==> src/rtl/keypad_entry.sv <==
// keypad_entry: front-panel hex entry register, current address and memory/register command engine.
// Define KEYPAD_ENTRY_READBACK_EN to read back the addressed byte after load, dec and storeinc.
module keypad_entry #(
    parameter int unsigned ACK_TIMEOUT = 255,
    parameter logic [15:0] ADDR_RST    = 16'h0000
) (
    input  logic        clk,
    input  logic        rst,
    input  logic [15:0] b_hex,
    input  logic        b_load,
    input  logic        b_storeinc,
    input  logic        b_dec,
    input  logic        b_toA,
    input  logic        b_toX,
    input  logic        b_toY,
    input  logic        b_toSP,
    input  logic        b_toPC,
    output logic [15:0] entry,
    output logic [15:0] addr,
    output logic [15:0] mem_addr,
    output logic [7:0]  mem_wdata,
    output logic        mem_we,
    output logic        mem_re,
    input  logic [7:0]  mem_rdata,
    input  logic        mem_ack,
    output logic [7:0]  rd_data,
    output logic [2:0]  reg_sel,
    output logic [15:0] reg_wdata,
    output logic        reg_we,
    input  logic        reg_ack,
    output logic        busy,
    output logic        err
);

    localparam int unsigned      CNT_W    = $clog2(ACK_TIMEOUT + 1);
    localparam logic [CNT_W-1:0] CNT_LAST = CNT_W'(ACK_TIMEOUT - 1);
    localparam logic [CNT_W-1:0] CNT_ONE  = CNT_W'(1);

    localparam logic [1:0] ST_IDLE = 2'd0;
    localparam logic [1:0] ST_MWR  = 2'd1;
    localparam logic [1:0] ST_RWR  = 2'd2;
    localparam logic [1:0] ST_MRD  = 2'd3;

    logic [1:0]       state_q, state_d;
    logic [CNT_W-1:0] cnt_q, cnt_d;
    logic [15:0]      entry_q, entry_d;
    logic [15:0]      addr_q, addr_d;
    logic [15:0]      mem_addr_q, mem_addr_d;
    logic [7:0]       mem_wdata_q, mem_wdata_d;
    logic             mem_we_q, mem_we_d;
    logic             mem_re_q, mem_re_d;
    logic [7:0]       rd_data_q, rd_data_d;
    logic [2:0]       reg_sel_q, reg_sel_d;
    logic [15:0]      reg_wdata_q, reg_wdata_d;
    logic             reg_we_q, reg_we_d;
    logic             busy_q;
    logic             err_q, err_d;

    logic             digit_go_s;
    logic [3:0]       digit_s;
    logic             reg_go_s;
    logic [2:0]       reg_sel_s;
    logic [15:0]      reg_wdata_s;
    logic             any_strobe_s;
    logic [15:0]      addr_inc_s;
    logic [15:0]      addr_dec_s;

`ifndef KEYPAD_ENTRY_READBACK_EN
    logic             unused_rdata_s;
    assign unused_rdata_s = ^mem_rdata;
`endif

    // Lowest-index digit strobe wins when several keys pulse together.
    always_comb begin
        digit_go_s = |b_hex;
        digit_s    = 4'h0;
        for (int i = 15; i >= 0; i--) begin
            if (b_hex[i]) begin
                digit_s = 4'(i);
            end else begin
                digit_s = digit_s;
            end
        end
    end

    // Register command decode in priority order toPC > toA > toX > toY > toSP.
    always_comb begin
        reg_go_s    = 1'b1;
        reg_sel_s   = 3'd0;
        reg_wdata_s = {8'h00, entry_q[7:0]};
        if (b_toPC) begin
            reg_sel_s   = 3'd4;
            reg_wdata_s = entry_q;
        end else if (b_toA) begin
            reg_sel_s = 3'd0;
        end else if (b_toX) begin
            reg_sel_s = 3'd1;
        end else if (b_toY) begin
            reg_sel_s = 3'd2;
        end else if (b_toSP) begin
            reg_sel_s = 3'd3;
        end else begin
            reg_go_s    = 1'b0;
            reg_wdata_s = 16'h0000;
        end
    end

    assign any_strobe_s = b_load | b_storeinc | b_dec | reg_go_s | digit_go_s;
    assign addr_inc_s   = addr_q + 16'h0001;
    assign addr_dec_s   = addr_q - 16'h0001;

    // Command engine next-state and next-output computation.
    always_comb begin
        state_d     = state_q;
        cnt_d       = '0;
        entry_d     = entry_q;
        addr_d      = addr_q;
        mem_addr_d  = mem_addr_q;
        mem_wdata_d = mem_wdata_q;
        mem_we_d    = mem_we_q;
        mem_re_d    = mem_re_q;
        rd_data_d   = rd_data_q;
        reg_sel_d   = reg_sel_q;
        reg_wdata_d = reg_wdata_q;
        reg_we_d    = reg_we_q;
        err_d       = err_q;
        case (state_q)
            ST_IDLE: begin
                if (any_strobe_s) begin
                    err_d = 1'b0;
                end else begin
                    err_d = err_q;
                end
                if (b_load) begin
                    addr_d  = entry_q;
                    entry_d = 16'h0000;
`ifdef KEYPAD_ENTRY_READBACK_EN
                    state_d    = ST_MRD;
                    mem_re_d   = 1'b1;
                    mem_addr_d = entry_q;
`endif
                end else if (b_storeinc) begin
                    state_d     = ST_MWR;
                    mem_we_d    = 1'b1;
                    mem_addr_d  = addr_q;
                    mem_wdata_d = entry_q[7:0];
                end else if (b_dec) begin
                    addr_d = addr_dec_s;
`ifdef KEYPAD_ENTRY_READBACK_EN
                    state_d    = ST_MRD;
                    mem_re_d   = 1'b1;
                    mem_addr_d = addr_dec_s;
`endif
                end else if (reg_go_s) begin
                    state_d     = ST_RWR;
                    reg_we_d    = 1'b1;
                    reg_sel_d   = reg_sel_s;
                    reg_wdata_d = reg_wdata_s;
                end else if (digit_go_s) begin
                    entry_d = {entry_q[11:0], digit_s};
                end else begin
                    entry_d = entry_q;
                end
            end
            ST_MWR: begin
                if (mem_ack) begin
                    mem_we_d    = 1'b0;
                    mem_wdata_d = 8'h00;
                    addr_d      = addr_inc_s;
                    entry_d     = 16'h0000;
`ifdef KEYPAD_ENTRY_READBACK_EN
                    state_d    = ST_MRD;
                    mem_re_d   = 1'b1;
                    mem_addr_d = addr_inc_s;
`else
                    state_d    = ST_IDLE;
                    mem_addr_d = 16'h0000;
`endif
                end else if (cnt_q == CNT_LAST) begin
                    mem_we_d    = 1'b0;
                    mem_wdata_d = 8'h00;
                    mem_addr_d  = 16'h0000;
                    err_d       = 1'b1;
                    state_d     = ST_IDLE;
                end else begin
                    cnt_d = cnt_q + CNT_ONE;
                end
            end
            ST_RWR: begin
                if (reg_ack) begin
                    reg_we_d    = 1'b0;
                    reg_sel_d   = 3'd0;
                    reg_wdata_d = 16'h0000;
                    entry_d     = 16'h0000;
                    state_d     = ST_IDLE;
                end else if (cnt_q == CNT_LAST) begin
                    reg_we_d    = 1'b0;
                    reg_sel_d   = 3'd0;
                    reg_wdata_d = 16'h0000;
                    err_d       = 1'b1;
                    state_d     = ST_IDLE;
                end else begin
                    cnt_d = cnt_q + CNT_ONE;
                end
            end
            ST_MRD: begin
`ifdef KEYPAD_ENTRY_READBACK_EN
                if (mem_ack) begin
                    rd_data_d  = mem_rdata;
                    mem_re_d   = 1'b0;
                    mem_addr_d = 16'h0000;
                    state_d    = ST_IDLE;
                end else if (cnt_q == CNT_LAST) begin
                    mem_re_d   = 1'b0;
                    mem_addr_d = 16'h0000;
                    err_d      = 1'b1;
                    state_d    = ST_IDLE;
                end else begin
                    cnt_d = cnt_q + CNT_ONE;
                end
`else
                mem_re_d = 1'b0;
                state_d  = ST_IDLE;
`endif
            end
            default: begin
                mem_we_d = 1'b0;
                mem_re_d = 1'b0;
                reg_we_d = 1'b0;
                state_d  = ST_IDLE;
            end
        endcase
    end

    // State and output registers with synchronous reset.
    always_ff @(posedge clk) begin
        if (rst) begin
            state_q     <= ST_IDLE;
            cnt_q       <= '0;
            entry_q     <= 16'h0000;
            addr_q      <= ADDR_RST;
            mem_addr_q  <= 16'h0000;
            mem_wdata_q <= 8'h00;
            mem_we_q    <= 1'b0;
            mem_re_q    <= 1'b0;
            rd_data_q   <= 8'h00;
            reg_sel_q   <= 3'd0;
            reg_wdata_q <= 16'h0000;
            reg_we_q    <= 1'b0;
            busy_q      <= 1'b0;
            err_q       <= 1'b0;
        end else begin
            state_q     <= state_d;
            cnt_q       <= cnt_d;
            entry_q     <= entry_d;
            addr_q      <= addr_d;
            mem_addr_q  <= mem_addr_d;
            mem_wdata_q <= mem_wdata_d;
            mem_we_q    <= mem_we_d;
            mem_re_q    <= mem_re_d;
            rd_data_q   <= rd_data_d;
            reg_sel_q   <= reg_sel_d;
            reg_wdata_q <= reg_wdata_d;
            reg_we_q    <= reg_we_d;
            busy_q      <= (state_d != ST_IDLE);
            err_q       <= err_d;
        end
    end

    assign entry     = entry_q;
    assign addr      = addr_q;
    assign mem_addr  = mem_addr_q;
    assign mem_wdata = mem_wdata_q;
    assign mem_we    = mem_we_q;
    assign mem_re    = mem_re_q;
    assign rd_data   = rd_data_q;
    assign reg_sel   = reg_sel_q;
    assign reg_wdata = reg_wdata_q;
    assign reg_we    = reg_we_q;
    assign busy      = busy_q;
    assign err       = err_q;

endmodule
==> config.mk <==
export PLATFORM = sky130hd
export DESIGN_NAME = keypad_entry
export DESIGN_NICKNAME = d
export VERILOG_FILES = /design/src/rtl/keypad_entry.sv
export SDC_FILE = /design/constraint.sdc
export NUM_CORES = 1
export LEC_CHECK = 0
export ABC_AREA = 0
export CAP_MARGIN = 5
export CORE_MARGIN = 5
export CORE_UTILIZATION = 38
export DETAILED_ROUTE_END_ITERATION = 10
export DONT_BUFFER_PORTS = 1
export HOLD_SLACK_MARGIN = 0.1
export MAX_ROUTING_LAYER = met4
export PLACE_DENSITY = 0.62
export SLEW_MARGIN = 30
export SYNTH_ARGS = -nofsm -noshare
export SYNTH_HDL_FRONTEND = slang
export SYNTH_SLANG_ARGS = --single-unit
==> constraint.sdc <==
create_clock -name clk -period 6.9 [get_ports clk]
set_clock_uncertainty 0.2 [all_clocks]
set_input_delay 1.38 -clock clk [delete_from_list [all_inputs] [get_ports clk]]
set_output_delay 1.38 -clock clk [all_outputs]
set_load 0.005 [all_outputs]
---- Word level (Yosys, flattened, before mapping) ----
Cells that the tools add are included.
cells by class
  add/subtract/negate cells ............... 3
  equality and inequality tests ........... 21
  multiplexer cells ....................... 95
  bitwise operators ....................... 4
  reductions and logical operators ........ 11
operators by type and width
  operator                                            count
  two-way mux 16 bit                                  21
  one-hot mux 16 bit (2 select lines)                 3
  two-way mux 8 bit                                   11
  two-way mux 4 bit                                   16
  one-hot mux 16 bit (3 select lines)                 1
  one-hot mux 8 bit (2 select lines)                  2
  two-way mux 2 bit                                   11
  two-way mux 3 bit                                   7
  != test 3 bit, second input constant                7
  != test 2 bit, second input constant                10
  two-way mux 1 bit                                   18
  adder 16 x 1 -> 16 bit, second input constant       1
  OR reduction 16 bit                                 1
  subtractor 16 x 1 -> 16 bit, second input constant  1
  AND reduction 4 bit                                 3
  adder 8 x 1 -> 8 bit, second input constant         1
  equality test 8 bit, second input constant          1
  one-hot mux 2 bit (4 select lines)                  1
  AND reduction 7 bit                                 1
  one-hot mux 3 bit (2 select lines)                  1
  AND reduction 6 bit                                 1
  nonzero test 2 bit                                  3
  equality test 2 bit, second input constant          2
  bitwise OR 1 bit                                    4
  5 further kinds                                     6
storage, ports and cells
  register bits ........................... 89
  bits of input ports ..................... 36
  output and inout bits ................... 88
  logic and storage cells ................. 146

---- Depth between registers and ports, before layout ----
  depth after elaboration ................. 22
  mapped depth ............................ 9
  depth with buffers taken out ............ 7

---- Worst setup path before layout ----
Ideal clock, no wire load.
  kind .................................... input port to flip-flop
  start point ............................. input port b_load
  end point ............................... register reg_sel_q[1], in the netlist reg_sel[1]
  library setup time ...................... 71 ps
  data arrival time ....................... 2809 ps
  data required time ...................... 6629 ps
  slack ................................... 3821 ps
  stages on the path ...................... 5
  path buffers ............................ 1
  cells stage by stage .................... clkbuf_1 > a2111o_1 > a221o_1 > or4_1 > a21oi_1
between the ends
  word-level cells in the longest chain between the ends .. 2
ends and longest elaborated chain
  what                           RTL line  RTL
  start: declaration             10        input logic b_load,
  != test 2 bit (no line)        n/a
  AND reduction 6 bit (no line)  n/a
  end signal: assignment         262       reg_sel_q <= reg_sel_d;
  end: declaration               53        logic [2:0] reg_sel_q, reg_sel_d;
Every way passes these cells.
A chain may end at the register's enable or synchronous reset.

---- Final worst setup path ----
  start point ............................. input port b_toSP
  end point ............................... register reg_sel_q[1], in the netlist reg_sel[1]
between the ends
  word-level cells in the longest chain between the ends .. 10
  elaborated cells between the ends (all ways) .. 17
  classes of those cells .................. 1 x eq/ne; 15 x mux; 1 x reduce/logical
ends and longest elaborated chain
  what                                RTL line  RTL
  start: declaration                  16        input logic b_toSP,
  two-way mux 2 bit                   100       end else if (b_toSP) begin
  two-way mux 2 bit                   98        end else if (b_toY) begin
  two-way mux 2 bit                   96        end else if (b_toX) begin
  two-way mux 2 bit                   94        end else if (b_toA) begin
  two-way mux 3 bit                   91        if (b_toPC) begin
  two-way mux 3 bit                   154       end else if (reg_go_s) begin
  two-way mux 3 bit                   147       end else if (b_dec) begin
  two-way mux 3 bit                   142       end else if (b_storeinc) begin
  two-way mux 3 bit                   134       if (b_load) begin
  one-hot mux 3 bit (2 select lines)  127       case (state_q)
Parallel ways exist; a longest one is shown, timed or not. The select of a mux whose other input is x is not followed.

==> results.md <==
* Worst-Skew Late Latency at 0.35 ns
* Placement Setup Slack at 3.346 ns
* Post-synth EDFFs at 0
* HP Class: flip-flop to flip-flop
* Max Cap Violations at 0
* Worst slew margin at 44.00%
* Non-filler cells, final at 700
* Fin crit period at 3.188 ns
* All-Layer GR Usage at 18.64%
* I/O Buffers at 0
* Hold Slack at 0.2732 ns
* Internal Power at 0.9187 mW
* Flops & latches, synth at 89
* Register area share after synthesis at 39.22%
* Combinational group share of total power at 18.5%
* Netlist Area Pre-Place at 4543 um^2
* Clk buf depth at 2
* Final Slew Violations at 0
* Ant. Diodes at 0
* Worst EP required at 6.94 ns
* RSZ-0062 raised after global routing: false
* Drt first-iter violations at 226
* Die Footprint at 14240 um^2
* CP max FO at 20
* Io pins at 124
* NumNets Final at 592
* Main flop type after synthesis: dfxtp_1
* Largest net degree at the start of global routing at 83
* Hold Vio Cnt, Final at 0
* Finished layout cell area at 4853 um^2
* CTS Root Buffer Type: clkbuf_16
* Critical path endpoint category: flip-flop
* Power, Total at 1.359 mW
* Leak at 1.629 nW
* Antenna Nets Post-Route at 0
* Distinct cells, synth at 55
* Initial core utilization at 38.30%
* Core area at 11860 um^2
* Cell Rows at 40
* CP Class: primary input to flip-flop
* Power density over cell area at 279.9 nW/um^2
* DRT Pass-1 Iters at 4
* Residual DRC count at 0
* NetSw at 0.4399 mW
* Net Sw Frac at 32.38%
* GP Congestion at 0.8624
* Initial antenna violation count at 0
* Syn avg cell area at 7.806 um^2
* # hold bufs at CTS at 0
* Die span in y at 119.3 um
* Hpwl dp at 9058 um
* First-pass GRT wire length at 20820 um
* Final wirelength at 13230 um
* Final setup violation count at 0
* Mapped Cells at 582
* H-tree depth at 3
* Grt total ovfl at 0
* Post-DP Area at 4551 um^2
* Vias in the first global route at 3886
* Final design utilization at 40.92%
* Worst Tran Pin Value at 0.8373 ns
* Sequential share of power at 44.1%
* Status: finished, final reports clean
* Area Growth Syn to Fin at 6.830%
* Final period utilization at 46.21%
* VDD IR max at 0.1478 mV
* Die Wd at 119.3 um
* Avg WL per Cell at 18.90 um
* YS warnings at 0
* Fraction of layout instances using a drive strength above 1 at 5.425%
* Setup TNS at 0 ns
* Placed Cells at 684
* Crit path DAT at 3.23 ns
* Post-CTS setup buffers at 0
* Vias/cell at 6.044
* CTS Buf Count at 9
* Vias at 4231
* CTS resizes at 0
* Clock power share at 37.4%
* Worst-path clk slew at 0.07 ns
* Fmax at 313.6 MHz
* Most common cell after layout, fill and taps aside: dfxtp_1
* Most frequent cells in the layout: dfxtp_1 (89), nor2_1 (61), a21oi_1 (56)
* Final Worst Setup Slack at 3.712 ns
* Sink Count at 89
* Startpoint Class: primary input
* Async S/R FF share, synth at 0%
* CTS tree: built
## sequential cells by signal (all words and copies together), names as in the netlist
signal and count:
reg_we 1, mem_addr 16, reg_sel 3, state_q 2, mem_wdata 8, mem_we 1
reg_wdata 16, cnt_q 8, addr 16, busy 1, entry 16, err 1
## synth_stat cells, types with 3 or more instances
cell	instances	area, um^2
dfxtp_1	89	1782
nor2_1	61	229.0
a21oi_1	56	280.3
nand2_1	55	206.5
nand3_1	44	220.2
clkbuf_1	35	131.4
a22oi_1	25	187.7
inv_1	16	60.06
nor3_1	15	75.07
o21ai_0	15	75.07
nor4_1	12	75.07
nand4_1	11	68.82
buf_4	9	67.56
a31oi_1	8	50.05
ha_1	8	100.1
nor2b_1	8	50.05
o31ai_1	8	60.06
nand2b_1	7	43.79
xor2_1	7	61.31
a211oi_1	6	45.04
buf_2	6	30.03
or3_1	6	37.54
nand3b_1	5	37.54
o211ai_1	5	37.54
xnor2_1	5	43.79
a21o_1	4	30.03
and4_1	4	35.03
buf_1	4	15.01
o21a_1	4	30.03
or4_1	4	30.03
a221oi_1	3	26.28
and3_1	3	18.77
o31a_1	3	26.28
## critical path: stages
cell and delay [ns]:
nor4_1 0.66, a2111o_1 0.30, a221o_1 0.62, or4_1 0.21
a21oi_1 0.06
## power groups by stage
| stage | sequential [mW] | clock, mW | combinational, mW |
|---|---|---|---|
| 6_report | 0.599 | 0.508 | 0.252 |
| 2_1_floorplan | 0.569 | 0 | 0.243 |
| 3_5_place_dp | 0.611 | 0 | 0.248 |
| 5_1_grt | 0.605 | 0.545 | 0.282 |
| 3_3_place_gp | 0.609 | 0 | 0.242 |
| 4_1_cts | 0.599 | 0.519 | 0.250 |
## area by class of cell
type	count	area (um^2)
well taps	147	183.9
fillers	1213	7008
inverters	16	60.06
clock inverters	7	76.32
repair buffers	3	22.52
flip-flops and latches	89	1782
multi-input cells	429	2504
clock buffers	9	225.2
## logic make-up (layout without fill, tap and decap cells)
group | after synthesis | count (layout) | share of synthesized area [%]
XOR/XNOR | 12 | 12 | 2.313
adder cells (fa/ha/maj) | 8 | 8 | 2.203
AO/OA/AOI/OAI | 157 | 157 | 22.83
AND/OR/NAND/NOR | 241 | 241 | 26.00
buffers and inverters | 72 | 35 | 6.913
other | 1 | 9 | 0.08254
flip-flops | 89 | 89 | 39.22
multiplexers | 2 | 2 | 0.4407
## final timing paths
| path | slack [ns] | from | endpoint | cells past startpoint |
|---|---|---|---|---|
| max | 3.71 | b_toSP | reg_sel[1] | 5 |
| min | 0.27 | reg_wdata[6] | reg_wdata[6] | 2 |
| max reg2reg | 4.12 | state_q[1] | entry[7] | 8 |
| min reg2reg | 0.27 | reg_wdata[6] | reg_wdata[6] | 2 |
## routing by layer
layer	track usage (%)	wire (um)	vias to the layer above	part of all wire [%]
met2	28.72	6087	197	46
li1	-	-	2010	-
met3	6.838	1414	12	11
met5	-	0	-	0
met1	23.75	5623	2012	43
met4	3.579	102	0	0.77
(Power assumes the default switching activity.)
